===== src/rtl/dmem_ctrl.sv =====
// Load/store sequencer between the memory stage and a word-addressed, byte-masked data memory.
// Define DMEM_CTRL_MISALIGN_EN to split word-crossing accesses in two; otherwise such accesses are rejected.
module dmem_ctrl #(
  parameter int REG_SIZE  = 32,
  parameter int MEM_WORDS = 256
) (
  input  logic                clk_i,
  input  logic                rst_i,
  input  logic                req_valid_i,
  output logic                req_ready_o,
  input  logic                req_we_i,
  input  logic [2:0]          req_funct3_i,
  input  logic [REG_SIZE-1:0] req_addr_i,
  input  logic [REG_SIZE-1:0] req_wdata_i,
  output logic                resp_valid_o,
  output logic [REG_SIZE-1:0] resp_rdata_o,
  output logic                resp_err_o,
  output logic                mem_cs_o,
  output logic                mem_we_o,
  output logic [3:0]          mem_mask_o,
  output logic [REG_SIZE-1:0] mem_addr_o,
  output logic [REG_SIZE-1:0] mem_wdata_o,
  input  logic [REG_SIZE-1:0] mem_rdata_i
);
  localparam int AW = $clog2(MEM_WORDS);

  typedef enum logic [1:0] {IDLE, ACC0, ACC1, RESP} state_t;
  state_t state, state_nxt;

  logic                we_q;
  logic [2:0]          f3_q;
  logic [REG_SIZE-1:0] addr_q, wdata_q, lo_q;
`ifdef DMEM_CTRL_MISALIGN_EN
  logic [REG_SIZE-1:0]   hi_q;
  logic [2*REG_SIZE-1:0] wsh;
`else
  logic [REG_SIZE-1:0]   wsh;
`endif
  logic [1:0]          off;
  logic [4:0]          sh;
  logic [AW-1:0]       idx, idx_nxt;
  logic [3:0]          base;
  logic [6:0]          mask7;
  logic                split, illegal;
  logic [REG_SIZE-1:0] rd_al, rd_ext;
  logic                unused_addr;

  assign off         = addr_q[1:0];
  assign sh          = {off, 3'b000};
  assign idx         = addr_q[AW+1:2];
  assign idx_nxt     = (idx == AW'(MEM_WORDS - 1)) ? '0 : idx + AW'(1);
  assign unused_addr = ^addr_q[REG_SIZE-1:AW+2];

  always_comb begin
    base = 4'b0000;
    case (f3_q[1:0])
      2'd0:    base = 4'b0001;
      2'd1:    base = 4'b0011;
      2'd2:    base = 4'b1111;
      default: base = 4'b0000;
    endcase
  end

  // Bits [6:4] of the shifted mask are the lanes that spill into the next word.
  assign mask7 = {3'b000, base} << off;
  assign split = |mask7[6:4];

  always_comb begin
    illegal = we_q ? (f3_q > 3'd2) : (f3_q == 3'd3 || f3_q > 3'd5);
`ifndef DMEM_CTRL_MISALIGN_EN
    illegal = illegal | split;
`endif
  end

`ifdef DMEM_CTRL_MISALIGN_EN
  assign wsh   = {{REG_SIZE{1'b0}}, wdata_q} << sh;
  assign rd_al = REG_SIZE'({hi_q, lo_q} >> sh);
`else
  assign wsh   = wdata_q << sh;
  assign rd_al = lo_q >> sh;
`endif

  always_comb begin
    rd_ext = rd_al;
    case (f3_q)
      3'd0:    rd_ext = {{(REG_SIZE-8){rd_al[7]}}, rd_al[7:0]};
      3'd1:    rd_ext = {{(REG_SIZE-16){rd_al[15]}}, rd_al[15:0]};
      3'd4:    rd_ext = {{(REG_SIZE-8){1'b0}}, rd_al[7:0]};
      3'd5:    rd_ext = {{(REG_SIZE-16){1'b0}}, rd_al[15:0]};
      default: rd_ext = rd_al;
    endcase
  end

  always_ff @(posedge clk_i) begin
    if (rst_i) begin
      state   <= IDLE;
      we_q    <= 1'b0;
      f3_q    <= '0;
      addr_q  <= '0;
      wdata_q <= '0;
      lo_q    <= '0;
`ifdef DMEM_CTRL_MISALIGN_EN
      hi_q    <= '0;
`endif
    end else begin
      state <= state_nxt;
      if (state == IDLE && req_valid_i) begin
        we_q    <= req_we_i;
        f3_q    <= req_funct3_i;
        addr_q  <= req_addr_i;
        wdata_q <= req_wdata_i;
      end
      if (state == ACC0) lo_q <= mem_rdata_i;
`ifdef DMEM_CTRL_MISALIGN_EN
      if (state == ACC1) hi_q <= mem_rdata_i;
`endif
    end
  end

  always_comb begin
    state_nxt    = state;
    req_ready_o  = 1'b0;
    resp_valid_o = 1'b0;
    resp_err_o   = 1'b0;
    resp_rdata_o = '0;
    mem_cs_o     = 1'b0;
    mem_we_o     = 1'b0;
    mem_mask_o   = 4'b0000;
    mem_addr_o   = '0;
    mem_wdata_o  = '0;
    case (state)
      IDLE: begin
        req_ready_o = 1'b1;
        if (req_valid_i) state_nxt = ACC0;
      end
      ACC0: begin
        if (!illegal) begin
          mem_cs_o    = 1'b1;
          mem_we_o    = we_q;
          mem_mask_o  = we_q ? mask7[3:0] : 4'b0000;
          mem_addr_o  = {{(REG_SIZE-AW){1'b0}}, idx};
          mem_wdata_o = wsh[REG_SIZE-1:0];
        end
`ifdef DMEM_CTRL_MISALIGN_EN
        state_nxt = (!illegal && split) ? ACC1 : RESP;
`else
        state_nxt = RESP;
`endif
      end
`ifdef DMEM_CTRL_MISALIGN_EN
      ACC1: begin
        // A reset landing here must not let the second half reach memory.
        mem_cs_o    = !rst_i;
        mem_we_o    = we_q && !rst_i;
        mem_mask_o  = (we_q && !rst_i) ? {1'b0, mask7[6:4]} : 4'b0000;
        mem_addr_o  = {{(REG_SIZE-AW){1'b0}}, idx_nxt};
        mem_wdata_o = wsh[2*REG_SIZE-1:REG_SIZE];
        state_nxt   = RESP;
      end
`endif
      RESP: begin
        resp_valid_o = 1'b1;
        resp_err_o   = illegal;
        resp_rdata_o = (we_q || illegal) ? '0 : rd_ext;
        state_nxt    = IDLE;
      end
      default: state_nxt = IDLE;
    endcase
  end
endmodule


===== config.mk =====
export PLATFORM = sky130hd
export DESIGN_NAME = dmem_ctrl
export DESIGN_NICKNAME = d
export VERILOG_FILES = /design/src/rtl/dmem_ctrl.sv
export SDC_FILE = /design/constraint.sdc
export NUM_CORES = 1
export LEC_CHECK = 0
export BUFFER_PORTS_ARGS = -buffer_cell sky130_fd_sc_hd__clkbuf_2
export CORE_ASPECT_RATIO = 1.5
export CORE_MARGIN = 2
export CORE_UTILIZATION = 51
export CTS_CLUSTER_SIZE = 24
export DETAILED_ROUTE_END_ITERATION = 6
export PLACE_DENSITY = 0.93
export SETUP_SLACK_MARGIN = 0.02
export SYNTH_ARGS = -nofsm -noshare
export SYNTH_HDL_FRONTEND = slang
export SYNTH_SLANG_ARGS = --single-unit

===== constraint.sdc =====
create_clock -name clk_i -period 5 [get_ports clk_i]
set_input_delay 0 -clock clk_i [delete_from_list [all_inputs] [get_ports clk_i]]
set_output_delay 0 -clock clk_i [all_outputs]
set_load 0.05 [all_outputs]

Word-level counts from Yosys, hierarchy flattened
Index checks and enable logic that the tools add are counted.
{"block": "op_classes", "magnitude_cmp": 2, "n_eq_ne": 9, "shifts": 3, "muxes": 21, "n_bitwise": 1, "n_reduce_logical": 7}
{"operator": "32-bit 2-to-1 mux", "n": 4}
{"operator": "32-bit one-hot mux with 4 select lines", "n": 1}
{"operator": "32-bit by 5-bit << shifter with 32-bit output", "n": 1}
{"operator": "32-bit by 5-bit >> shifter with 32-bit output", "n": 1}
{"operator": "8-bit 2-to-1 mux", "n": 2}
{"operator": "4-bit 2-to-1 mux", "n": 3}
{"operator": "4-bit one-hot mux with 3 select lines", "n": 1}
{"operator": "1-bit 2-to-1 mux", "n": 8}
{"operator": "4-bit by 2-bit << shifter with 7-bit output", "n": 1}
{"operator": "3-bit equality test (second input constant)", "n": 2}
{"operator": "2-bit by 1-bit equality test with 1-bit output (second input constant)", "n": 2}
{"operator": "2-bit equality test (second input constant)", "n": 2}
{"operator": "2-bit logical NOT", "n": 2}
{"operator": "2-bit one-hot mux with 2 select lines", "n": 1}
{"operator": "3-bit by 1-bit equality test with 1-bit output (second input constant)", "n": 1}
{"operator": "3-bit by 2-bit equality test with 1-bit output (second input constant)", "n": 1}
{"operator": "3-bit by 2-bit greater-than comparator with 1-bit output (second input constant)", "n": 1}
{"operator": "3-bit greater-than comparator (second input constant)", "n": 1}
{"operator": "3-bit logical NOT", "n": 1}
{"operator": "3-bit OR reduction", "n": 1}
{"operator": "1-bit logical OR", "n": 2}
{"operator": "2-bit 2-to-1 mux", "n": 1}
{"operator": "2-bit inequality test (second input constant)", "n": 1}
{"operator": "1-bit logical AND", "n": 1}
{"operator": "1-bit bitwise OR", "n": 1}
{"block": "word_totals", "ff_bits": 80, "out_inout_bits": 105}

Logic depth before layout (Yosys ltp)
{"block": "logic_depth", "depth_word": 8, "ltp_mapped": 8, "depth_no_buf": 7}

Least setup slack after synthesis
OpenSTA, ideal clock, no wires.
{"block": "synth_path", "path_type": "flip-flop to output port", "from": "register f3_q[0]", "to": "output port mem_wdata_o[28]", "arrival_ns": 2.656, "required_ns": 5.000, "setup_slack_ns": 2.344, "stages_incl_launch_ff": 7, "path_cell_list": "dfxtp_1 inv_1 ha_1 a31oi_1 o211ai_2 buf_2 a211oi_1"}
{"block": "synth_via", "elab_chain_cells": 7, "word_cells_on_any_way": 14, "cone_classes": "order compare (2); eq/ne (3); shift (1); mux (4); bitwise (1); reduce/logical (3)"}
{"element": "from (decl)", "line_no": "31", "rtl": "logic [2:0] f3_q;"}
{"element": "from (signal assigned)", "line_no": "109", "rtl": "f3_q <= req_funct3_i;"}
{"element": "2-bit equality test (tied with other cells)", "line_no": "56", "rtl": "case (f3_q[1:0])"}
{"element": "4-bit one-hot mux with 3 select lines", "line_no": "56"}
{"element": "4-bit by 2-bit << shifter with 7-bit output", "line_no": "65", "rtl": "assign mask7 = {3'b000, base} << off;"}
{"element": "3-bit OR reduction", "line_no": "66", "rtl": "assign split = |mask7[6:4];"}
{"element": "1-bit bitwise OR (*)", "line_no": "71", "rtl": "illegal = illegal | split;"}
{"element": "32-bit 2-to-1 mux (*)", "line_no": "137", "rtl": "if (!illegal) begin"}
{"element": "32-bit 2-to-1 mux (*)", "line_no": "131", "rtl": "case (state)"}
{"element": "to (decl)", "line_no": "22", "rtl": "output logic [REG_SIZE-1:0] mem_wdata_o,"}
Mark *: on every way between the ends. The rest lies on a longest branch, timed or not.

Worst setup path after layout
{"block": "layout_path", "from": "register addr_q[0]", "to": "output port resp_rdata_o[6]"}
{"block": "layout_via", "elab_chain_cells": 6, "word_cells_on_any_way": 8, "cone_classes": "shift (2); mux (3); bitwise (1); reduce/logical (2)"}
{"element": "from (decl)", "line_no": "32", "rtl": "logic [REG_SIZE-1:0] addr_q, wdata_q, lo_q;"}
{"element": "from (signal assigned)", "line_no": "110", "rtl": "addr_q <= req_addr_i;"}
{"element": "branches (longest 4 deep; another with 32-bit by 5-bit >> shifter with 32-bit output)"}
{"element": "32-bit 2-to-1 mux (*)", "line_no": "164", "rtl": "resp_rdata_o = (we_q || illegal) ? '0 : rd_ext;"}
{"element": "32-bit 2-to-1 mux (*)", "line_no": "131"}
{"element": "to (decl)", "line_no": "16", "rtl": "output logic [REG_SIZE-1:0] resp_rdata_o,"}
Mark *: on every way between the ends.

==> out/results.ini <==
[synthesis]
synth_ff_type = dfxtp_1
synth_area_sq_mm = 0.00461
synth.avg_cell_area_sq_um = 7.19
yosys_warnings = 0
seq_area_frac_synth_pct = 34.8
ys_top_cells_by_count = nand2_1, a21oi_1, dfxtp_1
yosysUniqueCellTypes = 37
async_flop_share_pct = 0
syn_inst = 641
synth_most_common_cell = nand2_1
synth_enable_flop_cells = 0
yosys.area.top_type = dfxtp_1
synth_area_leaders = dfxtp_1, nand2_1, a21oi_1, mux2i_1, a211oi_1
yosys.area.top_type_share_pct = 34.8
ys_ff_latch = 80

[routing]
dr_total_vias = 5269
drc = 0
routed_wl_um = 15400
dr.first_iter.drc_count = 210
first_pass_iters = 5
ant_nets = 0
wl_per_cell_um = 16.0
routed_via_density = 5.49

[grt]
overflow = 0
grt_start_max_net_pins = 81
antenna_found_initial = 0
grt_pass1_vias = 4992
grt_pass1_wl_um = 23900
grt_usage_pct = 31.6

[placed_design]
dp_hpwl_um = 9180
port_buffers = 161
place_congestion = 0.849
dp_slack_ns = 2.02

[clock_tree]
ctsRootBufferMaster = clkbuf_16
cts_tree = built
cts_resized = 0
cts_sinks = 80
htreeDepth = 3
clkTransAtPathRegs_ns = 0.06
hold_buffers = 79
cts_max_path_buffers = 2
postCtsSetupBuffers = 0
insertion_delay_ns = 0.34
cts_buffers = 9

[worst_setup_path]
crit_required_ns = 5.00
cp_max_fo = 39
crit_path_end_kind = output port
critPathArrivalTime_ns = 3.40
rrSetupSlack_ns = 3.13
cp-start-kind = flop
critical_path_class = reg2out
reg2regPathDepth = 3

[sta]
slew_headroom_pct = 17.7
rsz0062_at_grt = no
period_minus_slack_ns = 3.40
setup_violations = 0
clock-skew-final_ns = 0.00815
tns_ns = 0
timing.final.ws_setup_ns = 1.60
fmax_mhz = 294
hold_viol_final = 0
finalMaxSlewViolations = 0
tightest_slew_ns = 1.23
period_share_pct = 68.1

[hold_path]
hold_path_depth = 3
hp-class = in2reg

[cells_and_area]
drive_gt1_share_pct = 23.2
area_delta_synth_final_pct = 37.6
nets = 951
post-route-util_pct = 71.8

[run]
max-cap-violations = 0

[die]
num_rows = 42
start_util_pct = 52.2
die_x_um = 81.6
die_area_sq_mm = 0.00983
io_pins = 208
fp.dieH_um = 120
core_sq_mm = 0.00883

[pwr]
peakVddDrop_v = 0.000189
powerDensity_mw_per_mm2 = 276
power.leakage_uw = 0.00275

[status]
status = finished, final reports clean

final timing paths:
kind,start,endpoint
min reg2reg,wdata_q[31]$_SDFFE_PP0P_,wdata_q[31]$_SDFFE_PP0P_
max reg2reg,state[1]$_SDFFE_PP0P_,lo_q[6]$_SDFFE_PP0P_
max,addr_q[0]$_SDFFE_PP0P_,resp_rdata_o[6]
min,rst_i,wdata_q[9]$_SDFFE_PP0P_
worst max-delay path: stages (launching register included):
cell and delay (ns):
dfxtp_2 0.55, buf_4 0.39, a31oi_1 0.36, nand3_1 0.85
a211oi_1 0.55, clkbuf_2 0.35
routing by layer:
layer	routed length, um	global-route usage (%)	part of all wire [%]
met1	5320	33.3	35
met4	775	19.7	5.0
met5	0	0	0
met3	1110	7.54	7.2
met2	8160	54.7	53
kinds of logic (layout without fill, tap and decap cells):
logic type / after synthesis / in the layout / share of synthesized area [%]
flops: 80 / 80 / 34.8
fa+ha+maj: 5 / 5 / 1.36
compound gates: 152 / 152 / 19.5
mux: 33 / 33 / 7.25
buf+inv: 85 / 269 / 9.61
other cells: 1 / 25 / 0.0814
simple gates: 285 / 285 / 27.4
area by class of cell:
| cell class | instances | area, sq um |
|---|---|---|
| clock buffer | 9 | 225 |
| tap | 110 | 138 |
| inverter | 6 | 22.5 |
| antenna | 1 | 2.50 |
| sequential | 80 | 1600 |
| timing repair buffer | 247 | 1650 |
| clock inverter | 7 | 47.5 |
| multi-input combinational | 499 | 2650 |
| fill | 681 | 2490 |
placed cells by master, fill, tap and decap left out, types with 17 or more instances in the layout:
cell / n
nand2_1: 161
clkbuf_2: 161
a21oi_1: 107
dlygate4sd3_1: 79
dfxtp_1: 78
nor2_1: 47
mux2i_1: 32
a211oi_1: 30
nor3_1: 26
conb_1: 24
nor2b_1: 17
state kept, by name (all words and copies together), names as in the netlist:
register and cells:
state 2, wdata_q 32, lo_q 32, addr_q 10, we_q 1, f3_q 3
power by group:
| group | total [uW] | switching [uW] | internal, uW |
|---|---|---|---|
| clock | 603 | 267 | 336 |
| combinational | 425 | 274 | 152 |
| sequential | 724 | 46.2 | 678 |
| total | 1750 | 588 | 1160 |
per-stage QoR:
| step | hold slack [ns] | std cells | total power, uW | cell area (sq um) |
|---|---|---|---|---|
| after detailed placement | 0.220 | 863 | 1100 | 5280 |
| after global routing | 0.381 | 958 | 1830 | 6340 |
| after CTS | 0.332 | 958 | 1740 | 6340 |
| final | 0.351 | 959 | 1750 | 6340 |
| after floorplan | 0.136 | 664 | 1030 | 4690 |
| after global placement | 0.216 | 863 | 1090 | 5280 |
No activity file was read; power rests on OpenSTA's default activity.
